**config.mk**
```make
export PLATFORM = sky130hd
export DESIGN_NAME = tt_sweep_controller
export DESIGN_NICKNAME = d
export VERILOG_FILES = /design/src/rtl/tt_sweep_controller.sv
export SDC_FILE = /design/constraint.sdc
export NUM_CORES = 1
export LEC_CHECK = 0
export ABC_AREA = 1
export CORE_MARGIN = 8
export CORE_UTILIZATION = 45
export DETAILED_ROUTE_END_ITERATION = 16
export PLACE_DENSITY = 0.75
export SYNTH_ARGS = -nofsm -noshare
export SYNTH_HDL_FRONTEND = slang
export SYNTH_SLANG_ARGS = --single-unit
```
**constraint.sdc**
```tcl
create_clock -name clk -period 7 [get_ports clk]
set_input_delay 1.05 -clock clk [delete_from_list [all_inputs] [get_ports clk]]
set_output_delay 1.05 -clock clk [all_outputs]
set_load 0.05 [all_outputs]
```
**src/rtl/tt_sweep_controller.sv**
```systemverilog
// Truth-table sweep sequencer for a 3-input gate. It steps through all eight
// input combinations, samples the gate after a settle interval, and scores the table.
module tt_sweep_controller #(
  parameter logic [7:0] EXPECTED      = 8'hD5,
  parameter int         SETTLE_CYCLES = 4
) (
  input  logic       clk,
  input  logic       rst,
  input  logic       start,
  input  logic       abort,
  input  logic       dut_out,
  output logic [2:0] dut_in,
  output logic       busy,
  output logic       done,
  output logic       results_valid,
  output logic [7:0] measured,
  output logic [7:0] mismatch_mask,
  output logic [3:0] mismatch_count,
  output logic       pass
);

  if (SETTLE_CYCLES < 1 || SETTLE_CYCLES > 15) begin : g_bad_settle
    $error("tt_sweep_controller: SETTLE_CYCLES must be in 1..15");
  end

  typedef enum logic [1:0] {IDLE, APPLY, SAMPLE, DONE} state_t;

  localparam logic [3:0] LAST_CNT = 4'(SETTLE_CYCLES - 1);

  state_t     state;
  logic [2:0] idx;
  logic [3:0] cnt;
  logic [7:0] shadow;
  logic [7:0] diff;
  logic [3:0] diff_count;

  assign diff   = shadow ^ EXPECTED;
  assign dut_in = idx;

  always_comb begin
    diff_count = '0;
    for (int i = 0; i < 8; i++) begin
      diff_count = diff_count + 4'(diff[i]);
    end
  end

  // idx returns to 0 whenever no sweep is running, so it doubles as the gate drive
  always_ff @(posedge clk) begin
    if (rst) begin
      state          <= IDLE;
      idx            <= '0;
      cnt            <= '0;
      shadow         <= '0;
      busy           <= 1'b0;
      done           <= 1'b0;
      results_valid  <= 1'b0;
      measured       <= '0;
      mismatch_mask  <= '0;
      mismatch_count <= '0;
      pass           <= 1'b0;
    end else begin
      done <= 1'b0;
      case (state)
        IDLE: begin
          if (start && !abort) begin
            state  <= APPLY;
            idx    <= '0;
            cnt    <= '0;
            shadow <= '0;
            busy   <= 1'b1;
          end
        end
        APPLY: begin
          if (abort) begin
            state <= IDLE;
            idx   <= '0;
            cnt   <= '0;
            busy  <= 1'b0;
          end else begin
            cnt <= cnt + 4'd1;
            if (cnt == LAST_CNT) begin
              state <= SAMPLE;
            end
          end
        end
        SAMPLE: begin
          if (abort) begin
            state <= IDLE;
            idx   <= '0;
            cnt   <= '0;
            busy  <= 1'b0;
          end else begin
            shadow[3'd7 - idx] <= dut_out;
            if (idx == 3'd7) begin
              state <= DONE;
              idx   <= '0;
              busy  <= 1'b0;
              done  <= 1'b1;
            end else begin
              state <= APPLY;
              idx   <= idx + 3'd1;
              cnt   <= '0;
            end
          end
        end
        DONE: begin
          measured       <= shadow;
          mismatch_mask  <= diff;
          mismatch_count <= diff_count;
          pass           <= (diff_count == 4'd0);
          results_valid  <= 1'b1;
          state          <= IDLE;
        end
        default: state <= IDLE;
      endcase
    end
  end

endmodule

```
Yosys cells after proc, flatten, opt, wreduce, memory -nomap -nowiden
Index checks and enable logic that the tools add are counted.
{"block": "op_classes", "eq_ne": 11, "magnitude_cmp": 2, "bitwise": 2, "n_mux": 28, "n_addsub": 10, "n_reduce_logical": 13}
{"operator": "4-bit by 1-bit adder with 4-bit output", "n": 4}
{"operator": "4-bit two-way mux", "n": 4}
{"operator": "8-bit two-way mux", "n": 2}
{"operator": "8-bit one-hot mux with 2 select lines", "n": 1}
{"operator": "3-bit two-way mux", "n": 4}
{"operator": "4-bit one-hot mux with 3 select lines", "n": 1}
{"operator": "2-bit two-way mux", "n": 5}
{"operator": "3-bit != test, second input constant", "n": 3}
{"operator": "3-bit one-hot mux with 3 select lines", "n": 1}
{"operator": "3-bit AND reduction", "n": 3}
{"operator": "8-bit bitwise mux", "n": 1}
{"operator": "2-bit one-hot mux with 4 select lines", "n": 1}
{"operator": "1-bit two-way mux", "n": 6}
{"operator": "2-bit != test, second input constant", "n": 3}
{"operator": "5-bit inverter", "n": 1}
{"operator": "3-bit by 1-bit adder with 4-bit output", "n": 1}
{"operator": "4-bit by 1-bit adder with 4-bit output, second input constant", "n": 1}
{"operator": "2-bit == test, second input constant", "n": 2}
{"operator": "4-bit by 2-bit == test with 1-bit output, second input constant", "n": 1}
{"operator": "4-bit logical NOT", "n": 1}
{"operator": "3-bit by 4-bit < comparator with 1-bit output, second input constant", "n": 1}
{"operator": "4-bit AND reduction", "n": 1}
{"operator": "2-bit by 1-bit adder with 3-bit output", "n": 1}
{"operator": "3-bit by 1-bit adder with 3-bit output, second input constant", "n": 1}
{"operator": "15 further kinds", "n": 16}
{"block": "word_totals", "wordCells": 77, "ff_bits": 41, "out_inout_bits": 27, "in_bits": 5}

Logic depth before layout (Yosys ltp)
{"block": "logic_depth", "word_depth": 9, "ltp_mapped": 13, "mapped_depth_nobuf": 13}

Worst setup path after synthesis
No wires, ideal clock.
{"block": "synth_timing", "path_type": "register to register", "start": "reg shadow[0]", "end": "reg pass", "setup_time_ns": 0.065, "path_stages_with_launch": 14, "t_arrival_ns": 2.839, "path_slack_ns": 4.095, "path_cell_list": "dfxtp_1 > inv_1 > fa_1 > fa_1 > fa_1 > ha_1 > inv_1 > fa_1 > inv_1 > nor2_1 > nand2_1 > nor2_1 > nor2_1 > nor2_1"}
{"block": "synth_via", "elab_chain_cells": 9}
{"element": "start, declared", "line": "33", "rtl": "logic [7:0] shadow;"}
{"element": "start signal, assigned by index", "line": "93", "rtl": "shadow[3'd7 - idx] <= dut_out;"}
{"element": "5-bit inverter (no source line)"}
{"element": "named net diff[0]", "line": "34", "rtl": "logic [7:0] diff;"}
{"element": "1-bit by 1-bit adder with 2-bit output", "line": "43", "rtl": "diff_count = diff_count + 4'(diff[i]);"}
{"element": "2-bit by 1-bit adder with 3-bit output", "line": "43"}
{"element": "3-bit by 1-bit adder with 4-bit output", "line": "43"}
{"element": "4-bit by 1-bit adder with 4-bit output (4 in a row)", "line": "43"}
{"element": "4-bit logical NOT", "line": "110", "rtl": "pass <= (diff_count == 4'd0);"}
{"element": "end signal, assigned", "line": "110"}
{"element": "end, declared", "line": "19", "rtl": "output logic pass"}
The timed path passes the listed nets, and every way through them passes these cells.
A chain may end at the register's enable or synchronous reset.

Final worst setup path
Ends and elaborated chain as after synthesis.

==> metrics <==
Max Buffers Root-to-Sink=2; syn nets=a little under 300; Core ar.=4290 µm²; WL final=about 4200 µm; final core occ=a little under three fifths; FF-to-FF setup slack=3.95 ns; Crit. End Element=register; placed instance count=about 340; outcome=completed; # DRC=0; slowest CP cell=fa_1; diodes inserted=0; asr flop ratio synth=0%; Routed Antenna Nets=0; post-CTS resize count=0; critical path's top delay family=adder cells; first-pass GRT wire length=7310 µm; Post-Syn Area=1970 µm²; Design Area, Final=approximately 2400 µm²; starting density of the core=45.9%; Clk pin slew, worst setup/hold paths=roughly 0.080 ns; critical path type=register to register; WHS Endpoint=measured[6]$_SDFFE_PP0N_; crit share post-route=a little over two fifths; num ports=32; synth-to-layout area growth=20.5%; crit path launch=shadow[0]$_SDFFE_PP0P_; postcts setup bufs=0; CP max FO=3; Synth Instances=270; final hold vios=0; Die Area=6750 µm²; post-route total power=between 0.0005 and 0.0006 W; biggest area contributors in the synthesized netlist=dfxtp_1 (39%), nand2_1 (11%), ha_1 (7.0%), nor2_1 (6.9%), nand3_1 (5.6%); synthesized area per cell=around 7.3 µm²; CP startpoint kind=register; H-tree levels=2; final setup violation count=0; Pwr Density=between 200 and 250 nW/µm²; leading area contributor after synthesis=dfxtp_1; RSZ-0062 raised after global routing=no; DR vias=around 1800; Final Max Slew Viols=0; row cnt=24; number of synthesized flops with an enable pin=0; Tmin final=3.05 ns; Final #Nets=roughly 320; highest clock rate=~0.33 GHz; Final Skew=0.00997 ns; vias per cell=~5.0; largest net degree at the start of global routing=23; Die H=82.2 µm; first drt pass iteration count=4; HPWL Detailed=between 3000 and 4000 µm; Worst R2R End=pass$_SDFFE_PP0N_; reg2reg start=shadow[0]$_SDFFE_PP0P_; Root Buffer=clkbuf_8; Total GRT Usage=between 10% and 20%; DP Area=2280 µm²; CTS tree=done; Synth cell types=24; Worst-Skew Late Latency=approximately 0.29 ns; hold buffers post-CTS=0; Worst Hold Class=register to register; Yosys top cell area share=between 30% and 40%; layout cells sized above 1=around 7.7%; clock sinks=38; measured slew at the worst slew-check pin=a little under 0.9 ns; Post-synth top flop=dfxtp_1; Bufs and invs on worst path=3; chip width=between 80 and 90 µm; Slew Limit Headroom=41.4%; Hold Crit Depth=2; Cell Chain, Critical Path=inv_1 > fa_1 > fa_1 > fa_1 > ha_1 > inv_1 > fa_1 > inv_1 > nor2_1 > nand2_1 > nor2_1 > nor2_1 > nor2_1; Buffers on Ports=31; initial antenna violation count=0; #FFs+latches synth=38; Routed WL per cell=around 12 µm; Layout Cells excl Fill=around 350; P_leak=0.987 nW; Max rail drop VDD=0.000132 V; CTS buffer count=5; Hold Crit Start=measured[6]$_SDFFE_PP0N_; max incr delay on CP=around 0.55 ns; max-cap violation count=0; Crit path required time=a little over 7 ns; CP arrival=3.27 ns; worst r2r path cells=13; Ys Warns=0; vias in the first global route=approximately 1700; Initial DRC Count=46; GRT overflow=0; RePlAce Congestion=0.870; Sum Neg Setup Slack=0 ns; post-synthesis sequential area ratio=between 30% and 40%
==> synthesized netlist by cell type, types with 5 or more instances <==
cell and number:
a21oi_1 21, buf_4 5, clkbuf_1 5, dfxtp_1 38
ha_1 11, inv_1 27, inv_2 6, nand2_1 58
nand3_1 22, nand3b_1 6, nor2_1 36, o21ai_0 11
==> metrics by stage <==
stage | hold slack [ns] | worst slack, ns
floorplan | 0.453 | 4.10
global placement | 0.448 | 4.03
detailed placement | 0.459 | 3.93
CTS | 0.471 | 3.93
global route | 0.485 | 3.76
finish | 0.466 | 3.95
==> logic make-up after synthesis <==
| family | synth area share (%) |
|---|---|
| adders and majority gates | 11.0 |
| AOI/OAI and AO/OA | 9.84 |
| and+or+nand+nor | 30.4 |
| buffers and inverters | 9.65 |
| xor gates and xnor gates | 0.445 |
| DFF | 38.6 |
==> power breakdown <==
group | total [W] | switching [W] | internal, W | leakage, nW
registers | 0.000236 | 0.0000112 | 0.000225 | 0.308
clock network | 0.000157 | 0.0000774 | 0.0000791 | 0.0472
logic | 0.000114 | 0.0000772 | 0.0000368 | 0.632
==> how the worst max path moves through the flow <==
stage / cells after the start / slack, ns / endpoint
finish: 13 / 3.95 / pass$_SDFFE_PP0N_
global route: 13 / 3.76 / pass$_SDFFE_PP0N_
CTS: 13 / 3.93 / pass$_SDFFE_PP0N_
detailed placement: 13 / 3.93 / pass$_SDFFE_PP0N_
global placement: 13 / 4.03 / pass$_SDFFE_PP0N_
floorplan: 13 / 4.10 / pass$_SDFFE_PP0N_
==> sequential cells by signal (all words and copies together), names as in the netlist <==
signal          cells
measured            8
shadow              8
mismatch_mask       5
cnt                 4
mismatch_count      4
dut_in              3
state               2
busy                1
done                1
pass                1
results_valid       1
==> cell usage in the layout (no fill, tap or decap), types with 3 or more instances in the layout <==
cell type	instances
dfxtp_1	38
inv_2	6
nand3_1	22
nor2_1	36
fa_1	4
clkdlybuf4s50_1	31
nor2_2	4
ha_1	11
inv_1	27
nand3b_1	6
clkbuf_8	6
nand4_1	3
o21ai_0	11
a21oi_1	21
nand2_1	58
==> metal layers <==
layer	track usage, %	wire length [µm]	up-vias
li1	-	-	908
met1	15.8	1900	819
met2	24.0	2110	30
met3	2.92	191	5
met4	5.79	55	0
met5	0	0	-
==> layout make-up <==
type / instances / area (µm²)
Timing Repair Buffer: 31 / 310
Fill cell: 416 / 1920
Sequential cell: 38 / 761
Multi-Input combinational cell: 187 / 1020
Tap cell: 52 / 65.1
Clock inverter: 2 / 12.5
Clock buffer: 6 / 82.6
Inverter: 33 / 124
==> worst reg2reg max path, cell delays in order, from the launching register on <==
cell and delay [ns]:
dfxtp_1 0.35, inv_1 0.07, fa_1 0.55, fa_1 0.43, fa_1 0.50, ha_1 0.16
inv_1 0.05, fa_1 0.49, inv_1 0.04, nor2_1 0.08, nand2_1 0.06, nor2_1 0.09
nor2_1 0.05, nor2_1 0.07
Power figures use the tool's default switching activity.
